### src/rtl/snl_pkg.sv
// Shared constants for the snakes-and-ladders status display: segment font, winner codes,
// board limits and the frame snapshot record.
package snl_pkg;

  localparam int POS_W     = 7;
  localparam int BOARD_MAX = 99;

  localparam logic [1:0] WIN_P1   = 2'd0;
  localparam logic [1:0] WIN_P2   = 2'd1;
  localparam logic [1:0] WIN_NONE = 2'd2;

  // Active-low segment patterns, bit order {g,f,e,d,c,b,a}
  localparam logic [6:0] SEG_OFF  = 7'h7F;
  localparam logic [6:0] SEG_DASH = 7'b0111111;
  localparam logic [6:0] SEG_DIGIT [0:9] = '{
    7'b1000000, 7'b1111001, 7'b0100100, 7'b0110000, 7'b0011001,
    7'b0010010, 7'b0000010, 7'b1111000, 7'b0000000, 7'b0010000
  };

  typedef enum logic {
    SEL_ONES = 1'b0,
    SEL_TENS = 1'b1
  } digit_sel_e;

  typedef struct packed {
    logic [POS_W-1:0] pos1;
    logic [POS_W-1:0] pos2;
    logic [1:0]       win;
    logic             turn;
  } snap_t;

  function automatic logic is_game_over(input logic [1:0] win);
    return (win == WIN_P1) || (win == WIN_P2);
  endfunction

endpackage

### src/rtl/seg7_digit_enc.sv
// Combinational encoder: board position plus tens/ones select to an active-low 7-segment
// pattern. Positions beyond the board show a dash on both digits.
module seg7_digit_enc
  import snl_pkg::*;
(
  input  logic [POS_W-1:0] i_value,
  input  digit_sel_e       i_sel,
  output logic [6:0]       o_seg_n
);

  logic [3:0] w_tens;
  logic [3:0] w_ones;
  logic [3:0] w_digit;
  logic       w_off_board;

  assign w_tens      = 4'(i_value / POS_W'(10));
  assign w_ones      = 4'(i_value % POS_W'(10));
  assign w_digit     = (i_sel == SEL_TENS) ? w_tens : w_ones;
  assign w_off_board = i_value > POS_W'(BOARD_MAX);

  always_comb begin
    o_seg_n = SEG_OFF;
    if (w_off_board) begin
      o_seg_n = SEG_DASH;
    end else if (w_digit <= 4'd9) begin
      o_seg_n = SEG_DIGIT[w_digit];
    end
  end

endmodule

### src/rtl/position_display.sv
// 4-digit multiplexed display of both player positions, with winner blink and turn
// indicator. Inputs are captured once per frame so a frame never mixes old and new values.
module position_display
  import snl_pkg::*;
#(
  parameter int DIGIT_TICKS  = 50000,
  parameter int BLINK_FRAMES = 64
) (
  input  logic             clk,
  input  logic             reset,
  input  logic [POS_W-1:0] pos1,
  input  logic [POS_W-1:0] pos2,
  input  logic [1:0]       winner,
  input  logic             turn,
  output logic [6:0]       seg_n,
  output logic [3:0]       an_n,
  output logic             dp_n
);

  localparam int TW = $clog2(DIGIT_TICKS);
  localparam int FW = (BLINK_FRAMES > 1) ? $clog2(BLINK_FRAMES) : 1;
  localparam logic [TW-1:0] TICK_LAST  = TW'(DIGIT_TICKS - 1);
  localparam logic [FW-1:0] FRAME_LAST = FW'(BLINK_FRAMES - 1);

  logic [TW-1:0] r_tick_cnt;
  logic [1:0]    r_digit_idx;
  logic [FW-1:0] r_frame_cnt;
  logic          r_blink_phase;
  logic          r_started;
  snap_t         r_snap;
  logic [6:0]    r_seg_n;
  logic [3:0]    r_an_n;
  logic          r_dp_n;

  logic          w_tick;
  logic          w_new_frame;
  logic          w_frame_wrap;
  logic          w_phase;
  logic [1:0]    w_next_idx;
  snap_t         w_in;
  snap_t         w_src;
  logic          w_p1_side;
  logic          w_blank;
  logic          w_dp_on;
  logic [POS_W-1:0] w_value;
  digit_sel_e    w_sel;
  logic [6:0]    w_seg_n;

  assign w_tick      = (r_tick_cnt == TICK_LAST);
  // The first tick after reset opens a frame on digit 3 without stepping the index
  assign w_new_frame = !r_started || (r_digit_idx == 2'd0);
  assign w_next_idx  = r_started ? (r_digit_idx - 2'd1) : 2'd3;

  assign w_in  = '{pos1: pos1, pos2: pos2, win: winner, turn: turn};
  assign w_src = w_new_frame ? w_in : r_snap;

  assign w_frame_wrap = r_started && w_new_frame && (r_frame_cnt == FRAME_LAST);
  assign w_phase      = w_frame_wrap ? ~r_blink_phase : r_blink_phase;

  assign w_p1_side = w_next_idx[1];
  assign w_value   = w_p1_side ? w_src.pos1 : w_src.pos2;
  assign w_sel     = w_next_idx[0] ? SEL_TENS : SEL_ONES;
  assign w_blank   = w_phase && (((w_src.win == WIN_P1) && w_p1_side) ||
                                 ((w_src.win == WIN_P2) && !w_p1_side));
  assign w_dp_on   = !w_blank && !is_game_over(w_src.win) &&
                     (((w_next_idx == 2'd2) && !w_src.turn) ||
                      ((w_next_idx == 2'd0) &&  w_src.turn));

  seg7_digit_enc u_enc (
    .i_value (w_value),
    .i_sel   (w_sel),
    .o_seg_n (w_seg_n)
  );

  always_ff @(posedge clk or negedge reset) begin
    if (!reset) begin
      r_tick_cnt    <= '0;
      r_digit_idx   <= 2'd3;
      r_frame_cnt   <= '0;
      r_blink_phase <= 1'b0;
      r_started     <= 1'b0;
      r_snap        <= '{pos1: '0, pos2: '0, win: WIN_NONE, turn: 1'b0};
    end else begin
      r_tick_cnt <= w_tick ? '0 : r_tick_cnt + TW'(1);
      if (w_tick) begin
        r_started     <= 1'b1;
        r_digit_idx   <= w_next_idx;
        r_blink_phase <= w_phase;
        if (w_new_frame) begin
          r_snap <= w_in;
        end
        if (r_started && w_new_frame) begin
          r_frame_cnt <= w_frame_wrap ? '0 : r_frame_cnt + FW'(1);
        end
      end
    end
  end

  always_ff @(posedge clk or negedge reset) begin
    if (!reset) begin
      r_seg_n <= SEG_OFF;
      r_an_n  <= 4'hF;
      r_dp_n  <= 1'b1;
    end else if (w_tick) begin
      r_seg_n <= w_blank ? SEG_OFF : w_seg_n;
      r_an_n  <= w_blank ? 4'hF : ~(4'b0001 << w_next_idx);
      r_dp_n  <= ~w_dp_on;
    end
  end

  assign seg_n = r_seg_n;
  assign an_n  = r_an_n;
  assign dp_n  = r_dp_n;

endmodule
### config.mk
export PLATFORM = sky130hd
export DESIGN_NAME = position_display
export DESIGN_NICKNAME = d
export VERILOG_FILES = /design/src/rtl/snl_pkg.sv /design/src/rtl/seg7_digit_enc.sv /design/src/rtl/position_display.sv
export SDC_FILE = /design/constraint.sdc
export NUM_CORES = 1
export LEC_CHECK = 0
export ABC_AREA = 0
export ABC_CLOCK_PERIOD_IN_PS = 13860
export CORE_ASPECT_RATIO = 0.8
export CORE_MARGIN = 3
export CORE_UTILIZATION = 45
export CTS_BUF_LIST = sky130_fd_sc_hd__clkbuf_4 sky130_fd_sc_hd__clkbuf_8
export DETAILED_ROUTE_END_ITERATION = 10
export GPL_ROUTABILITY_DRIVEN = 0
export HOLD_SLACK_MARGIN = 0.15
export SYNTH_ARGS = -nofsm -noshare
export SYNTH_HDL_FRONTEND = slang
export SYNTH_HIERARCHICAL = 1
export SYNTH_SLANG_ARGS = --single-unit
### constraint.sdc
create_clock -name clk -period 13.86 [get_ports clk]
set_input_delay 2.772 -clock clk [delete_from_list [all_inputs] [get_ports clk]]
set_output_delay 2.772 -clock clk [all_outputs]
set_load 0.1 [all_outputs]
# ---- Word-level counts from Yosys, hierarchy flattened
# Memories as Yosys holds them, arrays and structs flattened.
# Index checks and enable logic that the tools add are counted.
dict set report word_totals {
  ff_bits 55
  romBits 112
  input_bits 19
  output_inout_bits 12
  word_cells 66
  memories 1
}
# name words word_bits rd rd_clocked_by_memory_dff write_ports line_no
set memory_table {}
lappend memory_table {{(no name shown)} 16 7 1 0 0 seg7_digit_enc.sv:26} ;# o_seg_n = SEG_DIGIT[w_digit];
dict set report classes {
  addsub 3
  n_div 2
  n_lt_le_gt_ge 3
  eq_ne 4
  n_shift 1
  mux 14
  bitwise 4
  reduce_logical 22
}
# op count
set ops {}
lappend ops {{$mux W7} 6}
lappend ops {{$mux W17} 1}
lappend ops {{$add A16 B1 Y16 const B} 1}
lappend ops {{$eq A16 B16 Y1 const B} 1}
lappend ops {{$mux W16} 1}
lappend ops {{$logic_and A1 B1 Y1} 9}
lappend ops {{$mux W4} 2}
lappend ops {{$div A7 B4 Y7 const B} 1}
lappend ops {{$gt A7 B7 Y1 const B} 1}
lappend ops {{$mod A7 B4 Y7 const B} 1}
lappend ops {{$add A6 B1 Y6 const B} 1}
lappend ops {{$eq A6 B6 Y1 const B} 1}
lappend ops {{$logic_not A2 Y1} 3}
lappend ops {{$mux W6} 1}
lappend ops {{$ge A5 B5 Y1 const B} 1}
lappend ops {{$logic_not A1 Y1} 5}
lappend ops {{$not A4 Y5} 1}
lappend ops {{$le A4 B4 Y1 const B} 1}
lappend ops {{$logic_or A1 B1 Y1} 4}
lappend ops {{$not A4 Y4} 1}
lappend ops {{$shl A1 B2 Y4 const A} 1}
lappend ops {{$eq A2 B1 Y1 const B} 1}
lappend ops {{$eq A2 B2 Y1 const B} 1}
lappend ops {{$mux W1} 2}
lappend ops {{other kinds (4)} 5}

# ---- Depth between registers and ports, before layout
# Gate-level depths: netlist of the first run.
dict set report logic_depth {
  ltp_word 13
  mapped_depth 22
  ltp_nobuf 19
}

# ---- Hierarchy
# Netlist of the first run, hierarchy kept.
# mod instances cells_per_inst area_each_um2 seq_area_each_um2
set modules_own_cells {}
lappend modules_own_cells {position_display 1 219 2636.3 1395.1}
lappend modules_own_cells {seg7_digit_enc 1 108 793.3 0.0}

# ---- Worst setup path before layout of the first run
# No wires, ideal clock.
dict set report synth_timing {
  kind {input-to-reg}
  startpoint {input port pos1[6]}
  endpoint {register r_seg_n[4], in the netlist seg_n[4]}
  setup_time_ps 62
  arrival_ps 6105
  slack_ps 7693
  stages 17
  n_path_buf 2
  path_cell_list {mux4_2 buf_6 buf_2 nand3_1 a31oi_1 a211oi_1 ha_1 a211oi_1 a211oi_2 mux2_2 or2_1 ha_1 nor3_1 nor3_1 o21ai_1 mux2i_1 nand2_1}
}
dict set report synth_between {
  elab_chain_len 11
}
# element line_no
set synth_lines {}
lappend synth_lines {{start: declaration} position_display.sv:11} ;# input logic [POS_W-1:0] pos1,
lappend synth_lines {{$mux W17 (*)} n/a}
lappend synth_lines {{$mux W7 (*)} position_display.sv:61} ;# assign w_value = w_p1_side ? w_src.pos1 : w_src.pos2;
lappend synth_lines {{$mod A7 B4 Y7 / $div A7 B4 Y7 (equally long branches)} {seg7_digit_enc.sv:17, seg7_digit_enc.sv:16}}
lappend synth_lines {{$mux W4} seg7_digit_enc.sv:18} ;# assign w_digit = (i_sel == SEL_TENS) ? w_tens : w_ones;
lappend synth_lines {{$not A4 Y5 (implied by the code)} seg7_digit_enc.sv:26}
lappend synth_lines {{$mem_v2 Z16 W7} n/a}
lappend synth_lines {{$mux W7 (implied by the code) (2 in series)} seg7_digit_enc.sv:26}
lappend synth_lines {{$mux W7} seg7_digit_enc.sv:25} ;# end else if (w_digit <= 4'd9) begin
lappend synth_lines {{$mux W7 (*)} seg7_digit_enc.sv:23} ;# if (w_off_board) begin
lappend synth_lines {{net w_seg_n[4]} position_display.sv:47} ;# logic [6:0] w_seg_n;
lappend synth_lines {{$mux W7 (*)} position_display.sv:105} ;# r_seg_n <= w_blank ? SEG_OFF : w_seg_n;
lappend synth_lines {{end signal: assignment} position_display.sv:105}
lappend synth_lines {{end: declaration} position_display.sv:31} ;# logic [6:0] r_seg_n;
# Mark *: on every way through the listed nets, which the timed path passes. The rest lies on a longest branch. The select of a mux whose other input is x is not followed.
# A chain may end at the register's enable or synchronous reset.

# ---- Final worst setup path of the first run
dict set report layout_timing {
  startpoint {input port pos1[3]}
  endpoint {register r_seg_n[4], in the netlist seg_n[4]}
}
dict set report layout_between {
  elab_chain_len 11
}
# element line_no
set layout_lines {}
lappend layout_lines {{$mux W17 (*)} n/a}
lappend layout_lines {{$mux W7 (*)} position_display.sv:61}
lappend layout_lines {{net w_value[3]} position_display.sv:45} ;# logic [POS_W-1:0] w_value;
lappend layout_lines {{$mod A7 B4 Y7 / $div A7 B4 Y7 (equally long branches)} {seg7_digit_enc.sv:17, seg7_digit_enc.sv:16}}
lappend layout_lines {{$mux W4} seg7_digit_enc.sv:18}
lappend layout_lines {{$not A4 Y5 (implied by the code)} seg7_digit_enc.sv:26}
lappend layout_lines {{$mem_v2 Z16 W7} n/a}
lappend layout_lines {{$mux W7 (implied by the code) (2 in series)} seg7_digit_enc.sv:26}
lappend layout_lines {{$mux W7} seg7_digit_enc.sv:25}
lappend layout_lines {{$mux W7 (*)} seg7_digit_enc.sv:23}
lappend layout_lines {{net w_seg_n[4]} position_display.sv:47}
lappend layout_lines {{$mux W7 (*)} position_display.sv:105}
# Marks and branches as above.

==> results of run 1 <==
## metal layers
metal / GRT usage / share of wire / vias up
met5: 0 / 0 / -
met4: 0.0278 / 0.0053 / 0
met3: 0.0379 / 0.046 / 5
met2: 0.233 / 0.40 / 55
met1: 0.268 / 0.54 / 1186
li1: - / - / 1225
## stage by stage
step | utilization | std cells | total power, mW
after floorplan | - | 327 | 0.197
after global placement | 0.527 | 442 | 0.210
after detailed placement | 0.527 | 442 | 0.210
after CTS | 0.543 | 450 | 0.325
after global routing | 0.543 | 450 | 0.336
final | 0.543 | 450 | 0.320
## power breakdown
group / internal [mW] / switching, mW / total (mW)
clock network: 0.0586 / 0.0535 / 0.112
registers: 0.163 / 0.00108 / 0.164
logic: 0.0197 / 0.0237 / 0.0434
total: 0.241 / 0.0783 / 0.320
## cells by family after synthesis
logic type               Yosys count  share of synthesized area
AO/OA/AOI/OAI                     53                      0.112
XOR/XNOR                          19                     0.0485
adder cells (fa/ha/maj)           10                     0.0365
buffers and inverters             31                     0.0467
flip-flops                        55                      0.407
multiplexers                      37                      0.144
AND/OR/NAND/NOR                  122                      0.205
## state kept, by name, indices dropped and copies added, names as in the netlist
name,flops
an_n,4
dp_n,1
r_blink_phase,1
r_digit_idx,2
r_frame_cnt,6
r_snap,17
r_started,1
r_tick_cnt,16
seg_n,7
## area by class of cell
class / count / area, um^2
Clock buffer: 6 / 82.6
Multi-Input combinational cell: 241 / 1870
Sequential cell: 55 / 1400
Tap cell: 101 / 126
Fill cell: 632 / 3260
Clock inverter: 2 / 35.0
Timing Repair Buffer: 32 / 310
Inverter: 13 / 48.8
## layout by cell type, fill, tap and decap left out, types with 8 or more instances in the layout
cell / count
clkdlybuf4s50_1: 29
dfrtp_1: 40
dfstp_2: 15
ha_1: 10
inv_1: 12
mux2_1: 10
mux2_2: 9
mux2i_1: 10
mux4_2: 8
nand2_1: 33
nand3_1: 13
nor2_1: 20
o21ai_0: 15
xnor2_1: 13
## worst max-delay path: cells and delay by family
family                     cells  cell delay, ps
xor gates and xnor gates       1             150
and+or+nand+nor                5            1000
adders and majority gates      2             540
buffers and inverters          1             410
muxes                          3            1110
AOI/OAI and AO/OA              4            1020
## path summary, 6_finish.rpt
| kind | slack [ps] | endpoint |
|---|---|---|
| max in group asynchronous | 10810 | r_frame_cnt[3] |
| min | 500 | r_tick_cnt[15] |
| max reg2reg | 8390 | seg_n[4] |
| max | 7090 | seg_n[4] |
| min reg2reg | 500 | r_tick_cnt[15] |
| min in group asynchronous | 2580 | r_tick_cnt[8] |
==> flow_metrics.tcl, run 1 <==
set metrics [dict create \
    grt_pass1_wl_um 12200 \
    slew_headroom 0.260 \
    start_kind "input pin" \
    cts_max_level 2 \
    design_area_um2 3870 \
    wl_um 6930 \
    cts.sinks 55 \
    cts-resized-gates 0 \
    syn_nets 356 \
    viasPerCell 5.49 \
    cpMaxStageDelayCell "mux4_2" \
    syn_avg_cell_area_um2 10.5 \
    min-delay-start "r_tick_cnt[15]" \
    clk_pin_slew_worst_paths_ps 100 \
    grt_start_max_net_pins 56 \
    cpPeakStageDelay_ps 640 \
    initial_core_util 0.481 \
    via_count 2471 \
    drive_gt1_frac 0.169 \
    worstPathRequired_ps 14110 \
    rsz0062_at_grt "no" \
    r2r_start "r_digit_idx[0]" \
    fp.dieW_um 104 \
    num_rows 27 \
    holdWs_ps 497 \
    dpl_cell_area_um2 3750 \
    hold_viol_final 0 \
    synth_cell_types 68 \
    yosys_warnings 6 \
    portBuffers 30 \
    yosysMostFrequentCell "dfrtp_1" \
    drc 0 \
    min_period_ps 6770 \
    cap_viol_max_count 0 \
    grt_pass1_vias 2386 \
    setup_viol 0 \
    dp_slack_ps 6780 \
    ys_top_cells_by_count "40 x dfrtp_1, 33 x nand2_1, 20 x nor2_1" \
    powerDensity_nw_per_um2 82.5 \
    io-pin-count 31 \
    async_flop_share 1.00 \
    cts-buffers-inserted 5 \
    yosysTopAreaCell "dfrtp_1" \
    max_freq_mhz 148 \
    p_leak_nw 1.60 \
    min_path_type "flip-flop to flip-flop" \
    ir_drop_v 0.0000491 \
    clk_latency_ps 310 \
    core-area_um2 7130 \
    synth-edff-count 0 \
    grt_overflow 0 \
    grt.total_usage 0.168 \
    synth.area.top_cells "dfrtp_1 29%, dfstp_2 11%, mux4_2 5.3%" \
    holdPathStages 1 \
    first_iter_violations 114 \
    die_height_um 84.1 \
    cp-startpoint "pos1[3]" \
    cts_tree "built" \
    crit_path_end_kind "flip-flop" \
    period_share 0.489 \
    timing.setup.tns_ps 0 \
    synthCells 327 \
    r2r_cells 18 \
    crit_path_cell_trace "clkdlybuf4s50_1 > mux4_2 > nand2b_1 > xnor2_1 > a211oi_1 > ha_1 > a211oi_1 > a211oi_2 > mux2_2 > or2_1 > ha_1 > nor3_1 > nor3_1 > o21ai_1 > mux2i_1 > nand2_1" \
    drt.antenna.violating_nets 0 \
    area_growth_pct 12.9 \
    status "completed" \
    cts_buffer_depth 2 \
    dieArea_um2 8710 \
    diodes 0 \
    syn_area_um2 3430 \
    grt_antenna_before_repair 0 \
    synthFlopType "dfrtp_1" \
    hpwl_um 4720 \
    root_buffer "clkbuf_8" \
    crit_arrival_ps 7020 \
    post-cts-setup-buffers 0 \
    cts_hold_buf 0 \
    ys_seq_area_frac 0.407 \
    worst_slack_ps 7090 \
    crit_type "input pin to flip-flop" \
    wl_per_cell_um 15.4 \
    synth_top_area_frac 0.292 \
    path_max_fanout 15 \
    drtPass1Iterations 4 \
    tightest_slew_ps 1100 \
    finClkSkew_ps 5.85 \
    synth.ff_latch_count 55 \
    final_max_slew_viol_count 0 \
    fin_nets 377 \
]
Power figures use the tool's default switching activity.
==> run 2, diff against run 1 <==
--- a/config.mk
+++ b/config.mk
@@ -6,7 +6,7 @@
 export NUM_CORES = 1
 export LEC_CHECK = 0
 export ABC_AREA = 0
-export ABC_CLOCK_PERIOD_IN_PS = 13860
+export ABC_CLOCK_PERIOD_IN_PS = 6300
 export CORE_ASPECT_RATIO = 0.8
 export CORE_MARGIN = 3
 export CORE_UTILIZATION = 45
==> constraint.sdc (replaced) <==
create_clock -name clk -period 6.3 [get_ports clk]
set_input_delay 1.26 -clock clk [delete_from_list [all_inputs] [get_ports clk]]
set_output_delay 1.26 -clock clk [all_outputs]
set_load 0.1 [all_outputs]
==> run 2 against run 1 <==
Wire length increased by 1.1%. Sequential cell count unchanged. Register-to-register slack got worse by 7500 ps. Global-route usage increased by 0.12 points. Clock skew increased by 4.9 ps. First-iteration DRC count decreased by 7.0%. Die area unchanged. Critical path depth increased by 2. Sequential power increased by 120%. Cell area about the same. Hold slack got worse by 7.0 ps. Clock power increased by 110%.
==> flow_metrics.tcl, run 2 (same netlist as run 1, synthesis figures left out) <==
set metrics [dict create \
    start_kind "flip-flop" \
    cts.sinks 55 \
    grtUsageMet1 0.273 \
    core-area_um2 7130 \
    r2r_start "r_digit_idx[0]" \
    initial_core_util 0.481 \
    timing.setup.tns_ps 0 \
    portBuffers 30 \
    regMostFlops "r_snap" \
    min_period_ps 5400 \
    num_rows 27 \
    io-pin-count 31 \
    rsz0062_at_grt "no" \
    cts_hold_buf 0 \
    grt.met3_usage 0.0363 \
    drive_gt1_frac 0.169 \
    setup_viol 0 \
    top_usage_layer "met1" \
    hold_viol_final 0 \
    cts-resized-gates 0 \
    diodes 0 \
    clk_pin_slew_worst_paths_ps 100 \
    min-delay-start "r_tick_cnt[15]" \
    drtPass1Iterations 4 \
    clk_latency_ps 310 \
    path_max_fanout 19 \
    fin_nets 378 \
    grt.total_usage 0.170 \
    combPwrFrac 0.139 \
    dieArea_um2 8710 \
    p_sw_mw 0.175 \
    largest_reg_flops 17 \
    rrSetupSlack_ps 900 \
    grt_overflow 0 \
    r2r_cells 18 \
    post-cts-setup-buffers 0 \
    sequentialPowerShare 0.520 \
    intPower_mw 0.519 \
    grt_use_met2 0.233 \
    min_to "r_tick_cnt[15]" \
    slew_headroom 0.238 \
    final_max_slew_viol_count 0 \
    holdPathStages 1 \
    grt_pass1_wl_um 12300 \
    die_height_um 84.1 \
    min_path_type "flip-flop to flip-flop" \
    via_count 2494 \
    worst_slack_ps 901 \
    cp-startpoint "r_digit_idx[0]" \
    drc 0 \
    cts_tree "built" \
    clkPwrFrac 0.341 \
    viasPerCell 5.53 \
    grt_pass1_vias 2350 \
    cts_buffer_depth 2 \
    max_freq_mhz 185 \
    wl_um 7000 \
    status "completed" \
    root_buffer "clkbuf_8" \
    worst_r2r_endpoint "seg_n[4]" \
    cts-buffers-inserted 5 \
    ir_drop_v 0.0000921 \
    wl_per_cell_um 15.5 \
    fp.dieW_um 104 \
    final_cell_mix "40 x dfrtp_1, 33 x nand2_1, 29 x clkdlybuf4s50_1, 20 x nor2_1" \
    powerDensity_nw_per_um2 179 \
    swShare 0.252 \
    crit_arrival_ps 5650 \
    finClkSkew_ps 10.7 \
    drt.antenna.violating_nets 0 \
    tightest_slew_ps 1130 \
    period_share 0.857 \
    grt_start_max_net_pins 56 \
    dp_slack_ps 698 \
    crit_path_end_kind "flip-flop" \
    hpwl_um 4700 \
    crit_type "flip-flop to flip-flop" \
    final_common_cell "dfrtp_1" \
    first_iter_violations 106 \
    p_leak_nw 1.60 \
    cts_max_level 2 \
    worstPathRequired_ps 6550 \
    grt_antenna_before_repair 0 \
    cap_viol_max_count 0 \
    area_growth_pct 12.8 \
]
==> run 2: per-stage QoR <==
step	power [mW]	utilization	hold slack (ps)	instances	area, um^2
2_1_floorplan	0.434	-	442	327	3430
3_3_place_gp	0.462	0.528	469	443	3760
3_5_place_dp	0.463	0.528	477	443	3760
4_1_cts	0.703	0.543	493	451	3870
5_1_grt	0.730	0.543	521	451	3870
6_report	0.694	0.543	490	451	3870
==> run 2: worst max path at each step <==
stage / to / slack [ps] / cells after the start
CTS: seg_n[4] / 900 / 18
finish: seg_n[4] / 900 / 18
floorplan: seg_n[4] / 1530 / 21
global placement: seg_n[0] / 880 / 16
global route: seg_n[4] / 490 / 18
detailed placement: seg_n[4] / 700 / 16
==> run 2: final cells by class <==
class,count,area (um^2)
timing repair buffer,33,318
clock inverter,3,38.8
sequential,55,1400
multi-input combinational,241,1870
clock buffer,5,68.8
tap,101,126
inverter,13,48.8
fill,661,3260
==> run 2: critical path, stage by stage (launching register included) <==
cell      delay [ps]
dfstp_2          550
inv_1             60
ha_1             420
nand2_1          440
mux4_2           760
or4b_1           550
a31oi_1          210
a211oi_1         120
ha_1             250
a211oi_1         230
a211oi_2         110
a21oi_1          470
inv_1            160
ha_1             270
nor3_1           280
nor3_1            80
o21ai_1          160
mux2i_1          110
nand2_1          120
==> run 2: routing by layer <==
layer | share of wire | vias up
met5 | 0 | -
met4 | 0.0054 | 0
met3 | 0.038 | 5
met2 | 0.40 | 52
met1 | 0.55 | 1209
li1 | - | 1228
==> run 2: power groups by stage <==
stage | sequential (mW) | combinational [mW] | clock (mW)
after detailed placement | 0.367 | 0.0955 | 0
after CTS | 0.361 | 0.0964 | 0.245
after global placement | 0.367 | 0.0950 | 0
after global routing | 0.362 | 0.109 | 0.259
final | 0.361 | 0.0964 | 0.236
after floorplan | 0.367 | 0.0671 | 0
==> run 3, diff against run 2 <==
--- a/config.mk
+++ b/config.mk
@@ -7,14 +7,19 @@
 export LEC_CHECK = 0
 export ABC_AREA = 0
 export ABC_CLOCK_PERIOD_IN_PS = 6300
+export CELL_PAD_IN_SITES_DETAIL_PLACEMENT = 0
+export CELL_PAD_IN_SITES_GLOBAL_PLACEMENT = 1
 export CORE_ASPECT_RATIO = 0.8
 export CORE_MARGIN = 3
 export CORE_UTILIZATION = 45
 export CTS_BUF_LIST = sky130_fd_sc_hd__clkbuf_4 sky130_fd_sc_hd__clkbuf_8
+export CTS_CLUSTER_DIAMETER = 150
 export DETAILED_ROUTE_END_ITERATION = 10
 export GPL_ROUTABILITY_DRIVEN = 0
 export HOLD_SLACK_MARGIN = 0.15
+export PLACE_DENSITY_LB_ADDON = 0.1
 export SYNTH_ARGS = -nofsm -noshare
 export SYNTH_HDL_FRONTEND = slang
 export SYNTH_HIERARCHICAL = 1
 export SYNTH_SLANG_ARGS = --single-unit
+export TNS_END_PERCENT = 20
==> run 3 against run 2 <==
Power increased by 0.34%. Cell count unchanged. Clock power about the same. Combinational power hardly changed. Sequential cell count is the same. Critical path type unchanged. Largest power group unchanged.
==> flow_metrics.tcl, run 3 (same netlist as run 1, synthesis figures left out) <==
set metrics [dict create \
    status "completed" \
    clk_latency_ps 310 \
    dp_slack_ps 753 \
    setup_viol 0 \
    cts_max_level 2 \
    area_growth_pct 13.0 \
    first_iter_violations 94 \
    grt_pass1_wl_um 12000 \
    cp-startpoint "r_digit_idx[0]" \
    rrSetupSlack_ps 890 \
    crit_path_frequent_cell "ha_1" \
    ir_drop_v 0.0000915 \
    tightest_slew_ps 974 \
    final_max_slew_viol_count 0 \
    timing.setup.tns_ps 0 \
    cap_viol_max_count 0 \
    design_area_um2 3880 \
    regMostFlops "r_snap" \
    crit_path_end_kind "flip-flop" \
    dieArea_um2 8710 \
    min-delay-start "r_snap[7]" \
    fp.dieW_um 104 \
    cts_buffer_depth 2 \
    swShare 0.239 \
    grt_pass1_vias 2352 \
    min_path_type "flip-flop to flip-flop" \
    cpMaxStageDelayCell "mux4_2" \
    power.total_mw 0.696 \
    rsz0062_at_grt "no" \
    final_cell_mix "40 x dfrtp_1, 33 x nand2_1, 29 x clkdlybuf4s50_1, 20 x nor2_1" \
    stdcell_count 451 \
    p_leak_nw 1.60 \
    num_rows 27 \
    placed_cells 443 \
    grt_antenna_before_repair 0 \
    cpPeakStageDelay_ps 760 \
    viasPerCell 5.50 \
    hpwl_um 4860 \
    slew_headroom 0.349 \
    crit_arrival_ps 5650 \
    largest_reg_flops 17 \
    path_buf_inv 1 \
    diodes 0 \
    min_period_ps 5410 \
    fin_nets 378 \
    finClkSkew_ps 10.9 \
    sequentialPowerShare 0.518 \
    clk_pin_slew_worst_paths_ps 90 \
    hold_viol_final 0 \
    core-area_um2 7130 \
    grt_overflow 0 \
    combPwrFrac 0.138 \
    cts_tree "built" \
    powerDensity_nw_per_um2 180 \
    cpLargestDelayFamily "simple AND/OR/NAND/NOR gates" \
    drt.antenna.violating_nets 0 \
    die_height_um 84.1 \
    initial_core_util 0.481 \
    r2r_start "r_digit_idx[0]" \
    grt_start_max_net_pins 56 \
    worst_slack_ps 894 \
    cts-resized-gates 0 \
    portBuffers 30 \
    root_buffer "clkbuf_8" \
    post-cts-setup-buffers 0 \
    dpl_cell_area_um2 3760 \
    wl_um 7020 \
    p_sw_mw 0.166 \
    path_max_fanout 15 \
    via_count 2482 \
    drc 0 \
    cts_hold_buf 0 \
    grt.total_usage 0.167 \
    final_common_cell "dfrtp_1" \
    start_kind "flip-flop" \
    period_share 0.858 \
    cts.sinks 55 \
    crit_path_cell_trace "inv_1 > ha_1 > nand2b_1 > mux4_2 > nand2b_1 > xnor2_1 > a211oi_1 > ha_1 > a211oi_1 > a211oi_2 > mux2_2 > or2_1 > ha_1 > nor3_1 > a311oi_2 > o21ai_1 > mux2i_1 > nand2_1" \
    wl_per_cell_um 15.6 \
    drive_gt1_frac 0.171 \
    max_freq_mhz 185 \
    final_core_util 0.544 \
    crit_type "flip-flop to flip-flop" \
    drtPass1Iterations 5 \
    cts-buffers-inserted 5 \
    intPower_mw 0.530 \
    holdWs_ps 493 \
    io-pin-count 31 \
    clkPwrFrac 0.343 \
    worstPathRequired_ps 6550 \
]
==> run 3: cell types whose count changed in the layout (fill, tap and decap cells not counted), sizes merged <==
cell and change:
clkinv -2, clkbuf +2
==> run 3: worst paths after layout <==
path / end / cells past startpoint
hold / removal: r_snap[7] / 1
hold reg to reg: r_snap[7] / 1
min in group asynchronous: r_tick_cnt[13] / 2
max in group asynchronous: r_snap[11] / 2
setup / recovery: seg_n[0] / 18
setup reg to reg: seg_n[0] / 18
==> run 3: layer usage <==
layer / track usage / vias up / routed length, um
li1: - / 1222 / -
met1: 0.267 / 1209 / 3880
met2: 0.232 / 43 / 2820
met3: 0.0363 / 8 / 277
met4: 0.0290 / 0 / 47
met5: 0 / - / 0
==> run 3: final cells by class <==
cell class | count | area, um^2
inverters | 13 | 48.8
fillers | 664 | 3250
repair buffers | 33 | 318
flip-flops and latches | 55 | 1400
multi-input cells | 241 | 1870
well taps | 101 | 126
clock inverters | 1 | 30.0
clock buffers | 7 | 83.8
==> run 3: power groups by stage <==
stage          Combinational (mW)  Sequential (mW)  Clock (mW)
6_report                   0.0962            0.361       0.239
5_1_grt                     0.108            0.362       0.264
4_1_cts                    0.0968            0.361       0.248
3_5_place_dp               0.0958            0.368           0
3_3_place_gp               0.0959            0.367           0
2_1_floorplan              0.0671            0.367           0
